[src/rtl/alarm_ringer_pkg.sv]
// Shared types and constants for the alarm ringer: state encodings,
// LED patterns and counter widths used by the RTL and its bench.
package alarm_ringer_pkg;

  typedef enum logic [1:0] {
    IDLE   = 2'd0,
    RING   = 2'd1,
    SNOOZE = 2'd2,
    DONE   = 2'd3
  } state_e;

  localparam int LED_W  = 10;
  localparam int TICK_W = 25;
  localparam int SNZ_W  = 8;

  localparam logic [LED_W-1:0] LED_OFF   = 10'b00_0000_0000;
  localparam logic [LED_W-1:0] LED_FIRST = 10'b00_0000_0001;

  // Rotate left by one, bit 9 wraps into bit 0.
  function automatic logic [LED_W-1:0] led_rotl(input logic [LED_W-1:0] v);
    return {v[LED_W-2:0], v[LED_W-1]};
  endfunction

endpackage

[src/rtl/alarm_ringer_key_debounce.sv]
// One pushbutton path: 2-flop synchronizer, level debouncer, and a
// single-cycle press pulse on the debounced 1->0 edge.
module key_debounce #(
  parameter int DEBOUNCE_CYC = 500000
) (
  input  logic clk_sys,
  input  logic rst_n,
  input  logic key_n_i,
  output logic press_o
);

  localparam int CNT_W = $clog2(DEBOUNCE_CYC + 1);

  logic             sync1_q, sync2_q;
  logic             deb_q, deb_d;
  logic [CNT_W-1:0] cnt_q, cnt_d;
  logic             press_q, press_d;

  // Counter runs only while the synchronized level disagrees with the accepted one.
  always_comb begin
    deb_d = deb_q;
    cnt_d = '0;
    if (sync2_q != deb_q) begin
      if (cnt_q + CNT_W'(1) == CNT_W'(DEBOUNCE_CYC)) begin
        deb_d = sync2_q;
        cnt_d = '0;
      end else begin
        cnt_d = cnt_q + CNT_W'(1);
      end
    end else begin
      cnt_d = '0;
    end
    press_d = deb_q & ~deb_d;
  end

  // Synchronizer, debounce state and registered press pulse.
  always_ff @(posedge clk_sys or negedge rst_n) begin
    if (!rst_n) begin
      sync1_q <= 1'b1;
      sync2_q <= 1'b1;
      deb_q   <= 1'b1;
      cnt_q   <= '0;
      press_q <= 1'b0;
    end else begin
      sync1_q <= key_n_i;
      sync2_q <= sync1_q;
      deb_q   <= deb_d;
      cnt_q   <= cnt_d;
      press_q <= press_d;
    end
  end

  assign press_o = press_q;

endmodule

[src/rtl/alarm_ringer.sv]
// Alarm ringer: rings an LED pattern while the alarm window is open, with
// debounced snooze/stop keys and tick-timed snooze.
module alarm_ringer
  import alarm_ringer_pkg::*;
#(
  parameter int TICK_DIV     = 25000000,
  parameter int DEBOUNCE_CYC = 500000,
  parameter int SNOOZE_TICKS = 240
) (
  input  logic             clk_sys,
  input  logic             rst_n,
  input  logic             sign_alarm,
  input  logic             key_snooze_n,
  input  logic             key_stop_n,
  output logic [LED_W-1:0] led_ring,
  output logic             ringing,
  output logic [1:0]       state_o
);

  state_e             state_q, state_d;
  logic [TICK_W-1:0]  tick_q, tick_d;
  logic [SNZ_W-1:0]   snz_q, snz_d;
  logic [LED_W-1:0]   led_q, led_d;
  logic               ringing_q, ringing_d;
  logic               tick_s, snooze_p, stop_p;

  key_debounce #(.DEBOUNCE_CYC(DEBOUNCE_CYC)) u_snooze (
    .clk_sys (clk_sys),
    .rst_n   (rst_n),
    .key_n_i (key_snooze_n),
    .press_o (snooze_p)
  );

  key_debounce #(.DEBOUNCE_CYC(DEBOUNCE_CYC)) u_stop (
    .clk_sys (clk_sys),
    .rst_n   (rst_n),
    .key_n_i (key_stop_n),
    .press_o (stop_p)
  );

  assign tick_s = (tick_q == TICK_W'(TICK_DIV - 1));

  // Next state, counters and LED pattern; stop always outranks snooze.
  always_comb begin
    state_d = state_q;
    tick_d  = tick_s ? '0 : tick_q + TICK_W'(1);
    snz_d   = snz_q;
    led_d   = led_q;
    case (state_q)
      IDLE: begin
        if (sign_alarm) begin
          state_d = RING;
          led_d   = LED_FIRST;
        end else begin
          led_d   = LED_OFF;
        end
      end
      RING: begin
        if (stop_p) begin
          state_d = DONE;
          led_d   = LED_OFF;
        end else if (snooze_p) begin
          state_d = SNOOZE;
          snz_d   = SNZ_W'(SNOOZE_TICKS);
          led_d   = LED_OFF;
        end else if (!sign_alarm) begin
          state_d = IDLE;
          led_d   = LED_OFF;
        end else if (tick_s) begin
          led_d   = led_rotl(led_q);
        end else begin
          led_d   = led_q;
        end
      end
      SNOOZE: begin
        if (stop_p) begin
          state_d = DONE;
          led_d   = LED_OFF;
        end else if (!sign_alarm) begin
          state_d = IDLE;
          led_d   = LED_OFF;
        end else if (tick_s) begin
          if (snz_q == SNZ_W'(1)) begin
            state_d = RING;
            snz_d   = '0;
            led_d   = LED_FIRST;
          end else begin
            snz_d   = snz_q - SNZ_W'(1);
            led_d   = ~led_q;
          end
        end else begin
          led_d   = led_q;
        end
      end
      DONE: begin
        led_d = LED_OFF;
        if (!sign_alarm) begin
          state_d = IDLE;
        end else begin
          state_d = DONE;
        end
      end
      default: begin
        state_d = IDLE;
        led_d   = LED_OFF;
      end
    endcase
    if (state_d != state_q) begin
      tick_d = '0;
    end else begin
      tick_d = tick_d;
    end
    ringing_d = (state_d == RING);
  end

  // State, counters and all outputs are registered.
  always_ff @(posedge clk_sys or negedge rst_n) begin
    if (!rst_n) begin
      state_q   <= IDLE;
      tick_q    <= '0;
      snz_q     <= '0;
      led_q     <= LED_OFF;
      ringing_q <= 1'b0;
    end else begin
      state_q   <= state_d;
      tick_q    <= tick_d;
      snz_q     <= snz_d;
      led_q     <= led_d;
      ringing_q <= ringing_d;
    end
  end

  assign led_ring = led_q;
  assign ringing  = ringing_q;
  assign state_o  = state_q;

endmodule

[config.mk]
export PLATFORM = sky130hd
export DESIGN_NAME = alarm_ringer
export DESIGN_NICKNAME = d
export VERILOG_FILES = /design/src/rtl/alarm_ringer_pkg.sv /design/src/rtl/alarm_ringer_key_debounce.sv /design/src/rtl/alarm_ringer.sv
export SDC_FILE = /design/constraint.sdc
export NUM_CORES = 1
export LEC_CHECK = 0
export CAP_MARGIN = 20
export CORE_MARGIN = 1
export CORE_UTILIZATION = 40
export CTS_BUF_LIST = sky130_fd_sc_hd__clkbuf_2
export CTS_CLUSTER_SIZE = 40
export DETAILED_ROUTE_END_ITERATION = 16
export PLACE_DENSITY = 0.63
export SLEW_MARGIN = 40
export SYNTH_ARGS = -nofsm -noshare
export SYNTH_HDL_FRONTEND = slang
export SYNTH_SLANG_ARGS = --single-unit
[constraint.sdc]
create_clock -name clk_sys -period 2.73 [get_ports clk_sys]
set_input_delay 0.4095 -clock clk_sys [delete_from_list [all_inputs] [get_ports clk_sys]]
set_output_delay 0.4095 -clock clk_sys [all_outputs]
set_load 0.02 [all_outputs]
==> out/summary.txt <==
Vias in the first global route: 3621
Primary FF master, synth: dfrtp_1
Slew headroom: 0.610
Layout cells sized above 1: 0.0944
Final WL: 9.48 mm
Ys Warns: 0
Endpoint class of the critical path: flop
Total grt overflow: 0
Initial antenna violation count: 0
Initial DRT Pass Iterations: 4
Synthesized cell area: 0.00497 mm2
WP data required: 3.26 ns
Hold buffers post-CTS: 1
Setup Buffers After CTS: 0
HPWL Detailed: 6.54 mm
Clock Power Share: 0.297
Mean Syn Cell Area: 9.58 um2
Hold Crit Class: primary input to flop
DR WL/cell: 13.4 um
RSZ-0062 raised after global routing: no
Port Buffers: 17
H-tree levels: 3
Slowest cell on crit path: dfrtp_1
Switching part of the total: 0.265
Post-CTS sizing: 0
Static leakage: 2.30 nW
Crit-path max FO: 11
Inst Count DP: 691
Maximum capacitance violations: 0
Final setup vio count: 0
FILL cells: 1156
ANT cells: 0
CP startpoint kind: flop
Synth cell types: 66
Power Density: 417 mW/mm2
Final min period: 2.49 ns
Final period util: 0.914
Largest net degree at the start of global routing: 53
Core area: 0.0121 mm2
Layout Skew: 0.0196 ns
Via Count: 3679
Die area: 0.0129 mm2
Routability cong.: 0.808
Gate power share: 0.069
Final Max Tran Viols: 0
Initial Utilization: 0.412
Synth area leaders: dfrtp_1 43%, nor2_1 7.1%, xor2_1 5.6%, xnor2_1 4.4%, nand3_1 3.7%
GRT Overall Usage: 0.162
Status: finished, final reports clean
Commonest cells after routing, fill and taps aside: 94 x nor2_1, 86 x dfrtp_1, 37 x nand3_1
Multi-input logic area: 0.00248 mm2
Synth Instances: 519
Leading area contributor after synthesis: dfrtp_1
ANT nets after route: 0
Sequential cell area: 0.00231 mm2
Seq pwr share: 0.633
Row cnt: 40
DR iter-0 viols: 229
Vias per cell: 5.20
Setup TNS: 0 ns
Root Buffer: clkbuf_2
# DRC: 0
Area Growth Syn to Fin: 9.14%
P_sw: 0.599 mW
Syn_nets: 529
Crit path largest cell delay: 0.47 ns
Clock transition at path regs: 0.25 ns
Sequential share of the synthesized area: 0.465
Setup CP Type: flop to flop
Clock tree sinks: 92
Number of CTS-inserted buffers: 9
Synthesis-stage register bit count: 92
Max Buffers Root-to-Sink: 2
Non-filler cells, final: 708
First-pass GRT wire length: 16.8 mm
Post-synth EDFFs: 0
CP cell instances: ha_1, nand4_1, nor4_4, and3b_1, o211ai_2, nor3_2, mux2_2
Die W: 113 um
Die Y: 113 um
Peak supply drop: 0.000236 V
Commonest non-fill, non-tap cell in the layout: nor2_1
Share of the synthesized area in the top cell type: 0.433
Clock Latency Late Sink: 0.56 ns
I/O pin cnt: 18
Hold Vio Cnt, Final: 0
Worst hold margin: 0.230 ns
Pint: 1.66 mW
Arr. time, crit path: 3.02 ns
Fmax: 401 MHz
CTS tree: yes
Asr flop ratio synth: 1.00
Layout Nets: 545
Slew @ Worst Pin: 0.583 ns
-- power groups by stage --
| stage | Combinational [mW] | Sequential, mW | Clock (mW) |
|---|---|---|---|
| 4_1_cts | 0.161 | 1.43 | 0.718 |
| 3_3_place_gp | 0.156 | 1.45 | 0 |
| 3_5_place_dp | 0.159 | 1.46 | 0 |
| 2_1_floorplan | 0.0944 | 1.45 | 0 |
| 5_1_grt | 0.180 | 1.44 | 0.763 |
| 6_report | 0.157 | 1.43 | 0.673 |
-- flip-flops by register name, summed over array words and instances, names as in the netlist --
name              flops
led_ring             10
ringing               1
snz_q                 8
state_o               2
tick_q               25
u_snooze.cnt_q       19
u_snooze.deb_q        1
u_snooze.press_o      1
u_snooze.sync1_q      1
u_snooze.sync2_q      1
u_stop.cnt_q         19
u_stop.deb_q          1
u_stop.press_o        1
u_stop.sync1_q        1
u_stop.sync2_q        1
-- cells by family (layout without fill, tap and decap cells) --
group                      after synthesis  count (layout)  synth area share
and+or+nand+nor                        252             252             0.271
DFF                                     92              92             0.465
AOI/OAI and AO/OA                       72              72             0.106
muxes                                    4               4           0.00856
adders and majority gates                5               5            0.0126
xor gates and xnor gates                57              57             0.100
buffers and inverters                   37              58            0.0363
-- worst max-delay path, delay by kind of cell (launching register included) --
family	cells	cell delay [ns]
simple gates	4	1.09
mux	1	0.35
flops	1	0.47
compound gates	1	0.14
fa+ha+maj	1	0.40
-- worst paths after layout --
path	start	slack [ns]	end	depth (start not counted)
max reg2reg	u_stop.cnt_q[0]	0.24	u_stop.deb_q	7
min	key_stop_n	0.23	u_stop.sync1_q	1
max in group asynchronous	rst_n	1.68	u_snooze.deb_q	3
min in group asynchronous	rst_n	0.33	tick_q[15]	2
min reg2reg	u_snooze.sync1_q	0.37	u_snooze.sync2_q	0
max	u_stop.cnt_q[0]	0.24	u_stop.deb_q	7
-- per-layer routing --
layer	track usage	up-vias	routed length, um
met5	0	-	0
met4	0.0614	0	91
met3	0.0388	7	249
met2	0.256	36	4490
met1	0.216	1779	4650
li1	-	1857	-
-- Yosys cell counts, drive strengths merged (7+ instances only) --
cell type / instances
nor3: 10
xnor2: 25
nor3b: 7
inv: 16
nand2: 30
a21oi: 14
dfrtp: 86
nand4: 15
and3: 15
xor2: 32
nor2: 94
o21ai: 22
nand3: 39
clkbuf: 16
nor4: 7
-- cell type report --
| class | instances | share of cell area |
|---|---|---|
| multi-input combinational | 390 | 0.457 |
| inverter | 16 | 0.0111 |
| tap | 168 | 0.0388 |
| clock inverter | 7 | 0.0125 |
| clock buffer | 9 | 0.00830 |
| sequential | 92 | 0.426 |
| timing repair buffer | 26 | 0.0461 |
-- stage by stage --
step / utilization / area (um2) / power, mW / setup slack (ns)
2_1_floorplan: - / 4970 / 1.54 / 0.449
3_3_place_gp: 0.439 / 5300 / 1.61 / 0.386
3_5_place_dp: 0.440 / 5300 / 1.62 / 0.287
4_1_cts: 0.450 / 5420 / 2.31 / 0.270
5_1_grt: 0.450 / 5420 / 2.38 / 0.0871
6_report: 0.450 / 5420 / 2.26 / 0.235
Power figures use the tool's default switching activity.
